<file path="src/rtl/pool_window_feeder_pkg.sv">
// Shared sizing helpers and FSM encoding for the conv/pool feeder family.
package pool_window_feeder_pkg;

  localparam int DATA_WIDTH_DEF = 32;

  localparam logic [1:0] ST_IDLE   = 2'd0;
  localparam logic [1:0] ST_STREAM = 2'd1;
  localparam logic [1:0] ST_DONE   = 2'd2;

  function automatic int next_size(input int ifm_size, input int kernel);
    return (ifm_size - kernel) / 2 + 1;
  endfunction

  function automatic int fifo_size(input int ifm_size, input int kernel);
    return (kernel - 1) * ifm_size + kernel;
  endfunction

  function automatic int addr_width(input int map_size);
    return (map_size * map_size > 1) ? $clog2(map_size * map_size) : 1;
  endfunction

endpackage

</file>
<file path="src/rtl/pool_window_feeder_line_buffer.sv">
// Line buffer: DEPTH x DATA_WIDTH shift register, shifts on shift_en_i, no backpressure.
// Taps are combinational views of the stored words: 0, 1, IFM_SIZE, IFM_SIZE+1.
module pool_line_buffer #(
  parameter int DATA_WIDTH = 32,
  parameter int IFM_SIZE   = 14,
  parameter int DEPTH      = IFM_SIZE + 2
) (
  input  logic                  clk,
  input  logic                  reset,
  input  logic                  shift_en_i,
  input  logic [DATA_WIDTH-1:0] data_i,
  output logic [DATA_WIDTH-1:0] tap_0_o,
  output logic [DATA_WIDTH-1:0] tap_1_o,
  output logic [DATA_WIDTH-1:0] tap_row_o,
  output logic [DATA_WIDTH-1:0] tap_row1_o
);

  logic [DATA_WIDTH-1:0] sr_q [DEPTH];

  always_ff @(posedge clk or posedge reset) begin
    if (reset) begin
      for (int k = 0; k < DEPTH; k++) sr_q[k] <= '0;
    end else if (shift_en_i) begin
      sr_q[0] <= data_i;
      for (int k = 1; k < DEPTH; k++) sr_q[k] <= sr_q[k-1];
    end
  end

  assign tap_0_o    = sr_q[0];
  assign tap_1_o    = sr_q[1];
  assign tap_row_o  = sr_q[IFM_SIZE];
  assign tap_row1_o = sr_q[IFM_SIZE+1];

endmodule

</file>
<file path="src/rtl/pool_window_feeder.sv">
// Feeds 2x2 stride-2 pooling windows from a raster pixel stream; no backpressure.
// Window outputs appear one cycle after the edge accepting the completing pixel.
module pool_window_feeder
  import pool_window_feeder_pkg::*;
#(
  parameter int DATA_WIDTH            = DATA_WIDTH_DEF,
  parameter int IFM_SIZE              = 14,
  parameter int IFM_DEPTH             = 3,
  parameter int KERNAL_SIZE           = 2,
  parameter int IFM_SIZE_NEXT         = next_size(IFM_SIZE, KERNAL_SIZE),
  parameter int ADDRESS_SIZE_NEXT_IFM = addr_width(IFM_SIZE_NEXT),
  parameter int FIFO_SIZE             = fifo_size(IFM_SIZE, KERNAL_SIZE)
) (
  input  logic                             clk,
  input  logic                             reset,
  input  logic                             start,
  input  logic                             data_in_valid,
  input  logic [DATA_WIDTH-1:0]            data_in,
  output logic                             busy,
  output logic                             pool_enable,
  output logic [DATA_WIDTH-1:0]            pool_data_out_1,
  output logic [DATA_WIDTH-1:0]            pool_data_out_2,
  output logic [DATA_WIDTH-1:0]            pool_data_out_3,
  output logic [DATA_WIDTH-1:0]            pool_data_out_4,
  output logic [ADDRESS_SIZE_NEXT_IFM-1:0] out_addr,
  output logic [$clog2(IFM_DEPTH):0]       out_map,
  output logic                             frame_done
);

  if (KERNAL_SIZE != 2) begin : g_bad_kernel
    $error("pool_window_feeder supports KERNAL_SIZE == 2 only");
  end

  localparam int CW = $clog2(IFM_SIZE);
  localparam int MW = $clog2(IFM_DEPTH) + 1;
  localparam int AW = ADDRESS_SIZE_NEXT_IFM;
  localparam logic [CW-1:0] LAST_IDX = CW'(IFM_SIZE - 1);
  localparam logic [CW-1:0] WIN_LIM  = CW'(2 * IFM_SIZE_NEXT - 1);
  localparam logic [MW-1:0] LAST_MAP = MW'(IFM_DEPTH - 1);

  logic [1:0]    state_q, state_d;
  logic [CW-1:0] col_q, col_d, row_q, row_d;
  logic [MW-1:0] map_q, map_d;
  logic          accept;
  logic          win_hit;
  logic [AW-1:0] win_addr;

  logic                  win_q;
  logic [AW-1:0]         pend_addr_q;
  logic [MW-1:0]         pend_map_q;
  logic                  pool_enable_q;
  logic [DATA_WIDTH-1:0] d1_q, d2_q, d3_q, d4_q;
  logic [AW-1:0]         addr_q;
  logic [MW-1:0]         map_out_q;
  logic [DATA_WIDTH-1:0] tap_0, tap_1, tap_row, tap_row1;

  assign accept   = (state_q == ST_STREAM) && data_in_valid;
  // Completing pixel of a window is the odd/odd one; odd-size trailing row/col never completes one.
  assign win_hit  = accept && row_q[0] && col_q[0] && (row_q <= WIN_LIM) && (col_q <= WIN_LIM);
  assign win_addr = AW'(int'(row_q >> 1) * IFM_SIZE_NEXT + int'(col_q >> 1));

  always_comb begin
    state_d = state_q;
    col_d   = col_q;
    row_d   = row_q;
    map_d   = map_q;
    case (state_q)
      ST_IDLE: begin
        if (start) begin
          state_d = ST_STREAM;
          col_d   = '0;
          row_d   = '0;
          map_d   = '0;
        end
      end
      ST_STREAM: begin
        if (data_in_valid) begin
          if (col_q == LAST_IDX) begin
            col_d = '0;
            if (row_q == LAST_IDX) begin
              row_d = '0;
              if (map_q == LAST_MAP) state_d = ST_DONE;
              else                   map_d   = map_q + 1'b1;
            end else begin
              row_d = row_q + 1'b1;
            end
          end else begin
            col_d = col_q + 1'b1;
          end
        end
      end
      ST_DONE: state_d = ST_IDLE;
      default: state_d = ST_IDLE;
    endcase
  end

  always_ff @(posedge clk or posedge reset) begin
    if (reset) begin
      state_q <= ST_IDLE;
      col_q   <= '0;
      row_q   <= '0;
      map_q   <= '0;
    end else begin
      state_q <= state_d;
      col_q   <= col_d;
      row_q   <= row_d;
      map_q   <= map_d;
    end
  end

  pool_line_buffer #(
    .DATA_WIDTH (DATA_WIDTH),
    .IFM_SIZE   (IFM_SIZE),
    .DEPTH      (FIFO_SIZE)
  ) u_line_buffer (
    .clk        (clk),
    .reset      (reset),
    .shift_en_i (accept),
    .data_i     (data_in),
    .tap_0_o    (tap_0),
    .tap_1_o    (tap_1),
    .tap_row_o  (tap_row),
    .tap_row1_o (tap_row1)
  );

  // Stage 1 remembers the window's coordinates; stage 2 reads taps once the pixel is shifted in.
  always_ff @(posedge clk or posedge reset) begin
    if (reset) begin
      win_q         <= 1'b0;
      pend_addr_q   <= '0;
      pend_map_q    <= '0;
      pool_enable_q <= 1'b0;
      d1_q          <= '0;
      d2_q          <= '0;
      d3_q          <= '0;
      d4_q          <= '0;
      addr_q        <= '0;
      map_out_q     <= '0;
    end else begin
      win_q         <= win_hit;
      pool_enable_q <= win_q;
      if (win_hit) begin
        pend_addr_q <= win_addr;
        pend_map_q  <= map_q;
      end
      if (win_q) begin
        d1_q      <= tap_row1;
        d2_q      <= tap_row;
        d3_q      <= tap_1;
        d4_q      <= tap_0;
        addr_q    <= pend_addr_q;
        map_out_q <= pend_map_q;
      end
    end
  end

  assign busy            = (state_q != ST_IDLE);
  assign frame_done      = (state_q == ST_DONE);
  assign pool_enable     = pool_enable_q;
  assign pool_data_out_1 = d1_q;
  assign pool_data_out_2 = d2_q;
  assign pool_data_out_3 = d3_q;
  assign pool_data_out_4 = d4_q;
  assign out_addr        = addr_q;
  assign out_map         = map_out_q;

endmodule

</file>
<file path="config.mk">
export PLATFORM = sky130hd
export DESIGN_NAME = pool_window_feeder
export DESIGN_NICKNAME = d
export VERILOG_FILES = /design/src/rtl/pool_window_feeder_pkg.sv /design/src/rtl/pool_window_feeder_line_buffer.sv /design/src/rtl/pool_window_feeder.sv
export SDC_FILE = /design/constraint.sdc
export NUM_CORES = 1
export LEC_CHECK = 0
export ABC_CLOCK_PERIOD_IN_PS = 20600
export BUFFER_PORTS_ARGS = -buffer_cell sky130_fd_sc_hd__clkbuf_2
export CELL_PAD_IN_SITES_DETAIL_PLACEMENT = 0
export CELL_PAD_IN_SITES_GLOBAL_PLACEMENT = 1
export CORE_MARGIN = 2
export CORE_UTILIZATION = 51
export CTS_CLUSTER_SIZE = 12
export DETAILED_ROUTE_END_ITERATION = 10
export PLACE_DENSITY_LB_ADDON = 0.12
export SLEW_MARGIN = 20
export SYNTH_ARGS = -nofsm -noshare
export SYNTH_HDL_FRONTEND = slang
export SYNTH_HIERARCHICAL = 1
export SYNTH_SLANG_ARGS = --single-unit
</file>
<file path="constraint.sdc">
create_clock -name clk -period 20.6 [get_ports clk]
set_clock_uncertainty 0.15 [all_clocks]
set_input_delay 4.12 -clock clk [delete_from_list [all_inputs] [get_ports clk]]
set_output_delay 4.12 -clock clk [all_outputs]
set_load 0.01 [all_outputs]
</file>
==> reports/results.ini <==
[route]
finalWirelength_um = 40390
post_drt_wl_per_cell_um = 16.73
ant_nets = 0
vias_per_cell = 5.130
detail_route.drc_violations = 0
dr.first_iter.drc_count = 588
detailedRoute.firstPassIterationCount = 4
routed-via-count = 12390

[setup_path]
r2r.worst_path.cells = 7
regToRegStartpoint = state_q[1]
crit_path_end_kind = flip-flop
timing.reg2reg.setup_slack_ps = 15570
critPathMaxFanout = 147
cp_launch_point = data_in_valid
critPathLaunchType = input port
critPathRequiredTime_ps = 20910
worst-endpoint-arrival_ps = 8160
kind_of_critical_path = in -> reg
rr_endpoint = u_line_buffer/sr_q[255]

[clocking]
ctsResizeCount = 0
htree_levels = 3
cts-buffers-inserted = 70
cts_hold_repair.buffers = 0
clkTransAtPathRegs_ps = 60
clock_tree.root_cell = sky130_fd_sc_hd__clkbuf_16
cts_num_sinks = 673
worst_skew_pair.late_latency_ps = 580
max-clock-path-buffers = 3
post-cts-setup-buffers = 0
tritoncts = done

[synthesis]
synth_async_sr_flop_share = 1.000
yosys_warnings = 6
number_of_distinct_library_cells_after_synthesis = 47
synthesis.area_per_instance_um2 = 16.30
synth_fp_nets = 1690
yosys_register_bits = 673
mappedNetlistArea_mm2 = 0.02669
synthFlopType = sky130_fd_sc_hd__dfrtp_1
post_synth_inst_count = 1638
sequential_area_share_after_synthesis = 0.6309
post_synth_edffs = 0

[global_routing]
grt.total_usage = 0.1572
grt.overflow.total = 0
grt_first_pass_wirelength_um = 69680
grt_antenna_before_repair = 0
first_global_vias = 12860
pin_count_of_the_biggest_net_entering_global_routing = 170

[power_and_ir_drop]
p_leak_nw = 13.03
power.density_mw_per_mm2 = 144.6
power.ir.vdd_worst_uv = 83.24

[timing]
timing_max_transition_violations_final = 0
grt_setup_unrepaired = no
layout_worst_path_cycle_share = 0.3811
finalSetupViolations = 0
worst-slew-pin-transition_ps = 1077
maxSlewHeadroom = 0.2823
achievable-frequency_mhz = 127.4
timing.final.crit_period_ps = 7850
final.setup.tns_ps = 0
hold_viol_final = 0

[place]
count_of_buffers_inserted_at_the_top_level_ports = 175
numPlacedInstances = 2301
gp_routability_congestion = 0.7157
hpwlAfterDp_um = 23960
postPlaceCellArea_mm2 = 0.02685

[hold_path]
worstHoldEndpoint = pend_addr_q[5]
hold_path.startpoint = pend_addr_q[5]
hold_path_class = reg -> reg
holdPathStages = 2

[floorplanning]
die_x_um = 232.8
initial_utilization = 0.5182
die_height_um = 232.8
floorplan_core_area_mm2 = 0.05151
io_pins = 176
die_area_mm2 = 0.05419
fp-row-count = 83

[final_layout]
fillers = 4140
antenna_cells = 0
drive_gt1_frac = 0.5418
layout-area-overhead-vs-synth_pct = 8.751
multi_input_comb_area_mm2 = 0.008118
post_layout_nonfiller_instances = 2415
seqCellArea_mm2 = 0.01684
layout.cell_area.non_filler_mm2 = 0.02903
final_nets = 1745

[run]
maxCapViolations = 0

[run_status]
status = finished clean

[logic make-up (layout without fill, tap and decap cells)]
| logic type | Yosys count | after routing | synth area share |
|---|---|---|---|
| mux | 655 | 655 | 0.2765 |
| xor+xnor | 3 | 3 | 0.0009845 |
| compound gates | 34 | 34 | 0.009750 |
| buf+inv | 216 | 313 | 0.06497 |
| flops | 673 | 673 | 0.6309 |
| fa+ha+maj | 16 | 16 | 0.008625 |
| simple gates | 41 | 41 | 0.008297 |
[layout by cell type, fill, tap and decap left out, types with 4 or more instances in the layout]
cell                        instances
sky130_fd_sc_hd__dfrtp_1          672
sky130_fd_sc_hd__mux2_2           652
sky130_fd_sc_hd__clkbuf_2         175
sky130_fd_sc_hd__clkbuf_16         74
sky130_fd_sc_hd__clkbuf_1          23
sky130_fd_sc_hd__nand2_1           14
sky130_fd_sc_hd__o21ai_0           12
sky130_fd_sc_hd__ha_1              12
sky130_fd_sc_hd__clkbuf_8          12
sky130_fd_sc_hd__inv_1             10
sky130_fd_sc_hd__buf_4              9
sky130_fd_sc_hd__nor2_1             8
sky130_fd_sc_hd__fa_1               4
[cells in the mapped netlist, types with 2 or more instances]
cell type / n / area share
sky130_fd_sc_hd__a21o_1: 2 / 0.00056
sky130_fd_sc_hd__a21oi_1: 3 / 0.00056
sky130_fd_sc_hd__and2b_1: 2 / 0.00056
sky130_fd_sc_hd__buf_2: 8 / 0.0015
sky130_fd_sc_hd__buf_4: 128 / 0.036
sky130_fd_sc_hd__buf_6: 47 / 0.020
sky130_fd_sc_hd__clkbuf_1: 12 / 0.0017
sky130_fd_sc_hd__clkbuf_8: 8 / 0.0041
sky130_fd_sc_hd__dfrtp_1: 673 / 0.63
sky130_fd_sc_hd__fa_1: 4 / 0.0030
sky130_fd_sc_hd__ha_1: 12 / 0.0056
sky130_fd_sc_hd__inv_1: 13 / 0.0018
sky130_fd_sc_hd__mux2_1: 2 / 0.00084
sky130_fd_sc_hd__mux2_2: 652 / 0.28
sky130_fd_sc_hd__nand2_1: 14 / 0.0020
sky130_fd_sc_hd__nand2b_1: 3 / 0.00070
sky130_fd_sc_hd__nand3_1: 3 / 0.00056
sky130_fd_sc_hd__nor2_1: 8 / 0.0011
sky130_fd_sc_hd__nor2b_1: 2 / 0.00047
sky130_fd_sc_hd__o21ai_0: 12 / 0.0023
sky130_fd_sc_hd__o41ai_1: 3 / 0.00098
sky130_fd_sc_hd__xor2_1: 2 / 0.00066
[per-layer routing]
metal | global-route usage | vias to the layer above | part of all wire
li1 | - | 5732 | -
met1 | 0.2443 | 6397 | 0.51
met2 | 0.2134 | 204 | 0.42
met3 | 0.03873 | 57 | 0.053
met4 | 0.05494 | 0 | 0.019
met5 | 0 | - | 0
[cell type report]
class,instances,area share
clock buffers,109,0.07245
clock inverters,5,0.002371
inverters,13,0.002371
multi-input cells,749,0.2796
flip-flops and latches,673,0.5803
well taps,680,0.02931
repair buffers,186,0.03358
[power breakdown]
group	switching (W)	internal [W]
Combinational	0.000319	0.000527
Sequential	0.000307	0.00185
Clock	0.000481	0.000710
Total	0.00111	0.00309
[state kept, by name (all words and copies together) (netlist names)]
register,cells
pool_data_out_2,32
pend_map_q,3
pend_addr_q,6
pool_data_out_4,32
map_q,3
u_line_buffer/tap_row1_o,32
pool_enable,1
pool_data_out_1,32
pool_data_out_3,32
out_addr,6
u_line_buffer/tap_row_o,32
out_map,3
u_line_buffer/tap_1_o,32
u_line_buffer/tap_0_o,32
state_q,2
win_q,1
col_q,4
u_line_buffer/sr_q,384
row_q,4
[how the worst max path moves through the flow]
stage | end | cells past startpoint
floorplan | u_line_buffer/sr_q[100] | 1
global placement | u_line_buffer/tap_1_o[31] | 7
detailed placement | u_line_buffer/sr_q[255] | 7
CTS | u_line_buffer/sr_q[255] | 7
global route | u_line_buffer/sr_q[255] | 7
finish | u_line_buffer/sr_q[255] | 7
[critical path, stage by stage]
cell and delay, ps:
sky130_fd_sc_hd__clkbuf_2 100, sky130_fd_sc_hd__nand2_1 150, sky130_fd_sc_hd__inv_8 760, sky130_fd_sc_hd__buf_4 850
sky130_fd_sc_hd__buf_4 940, sky130_fd_sc_hd__buf_4 720, sky130_fd_sc_hd__mux2_2 420
[metrics by stage]
stage	worst slack (ps)	power, W	hold WS, ps	utilization
floorplan	2030	0.002850	220.4	-
global placement	12100	0.003005	315.1	0.5213
detailed placement	12060	0.003053	322.7	0.5213
CTS	12690	0.004274	335.9	0.5635
global route	12350	0.004474	352.3	0.5636
finish	12750	0.004199	335.6	0.5636
(Power assumes the default switching activity.)
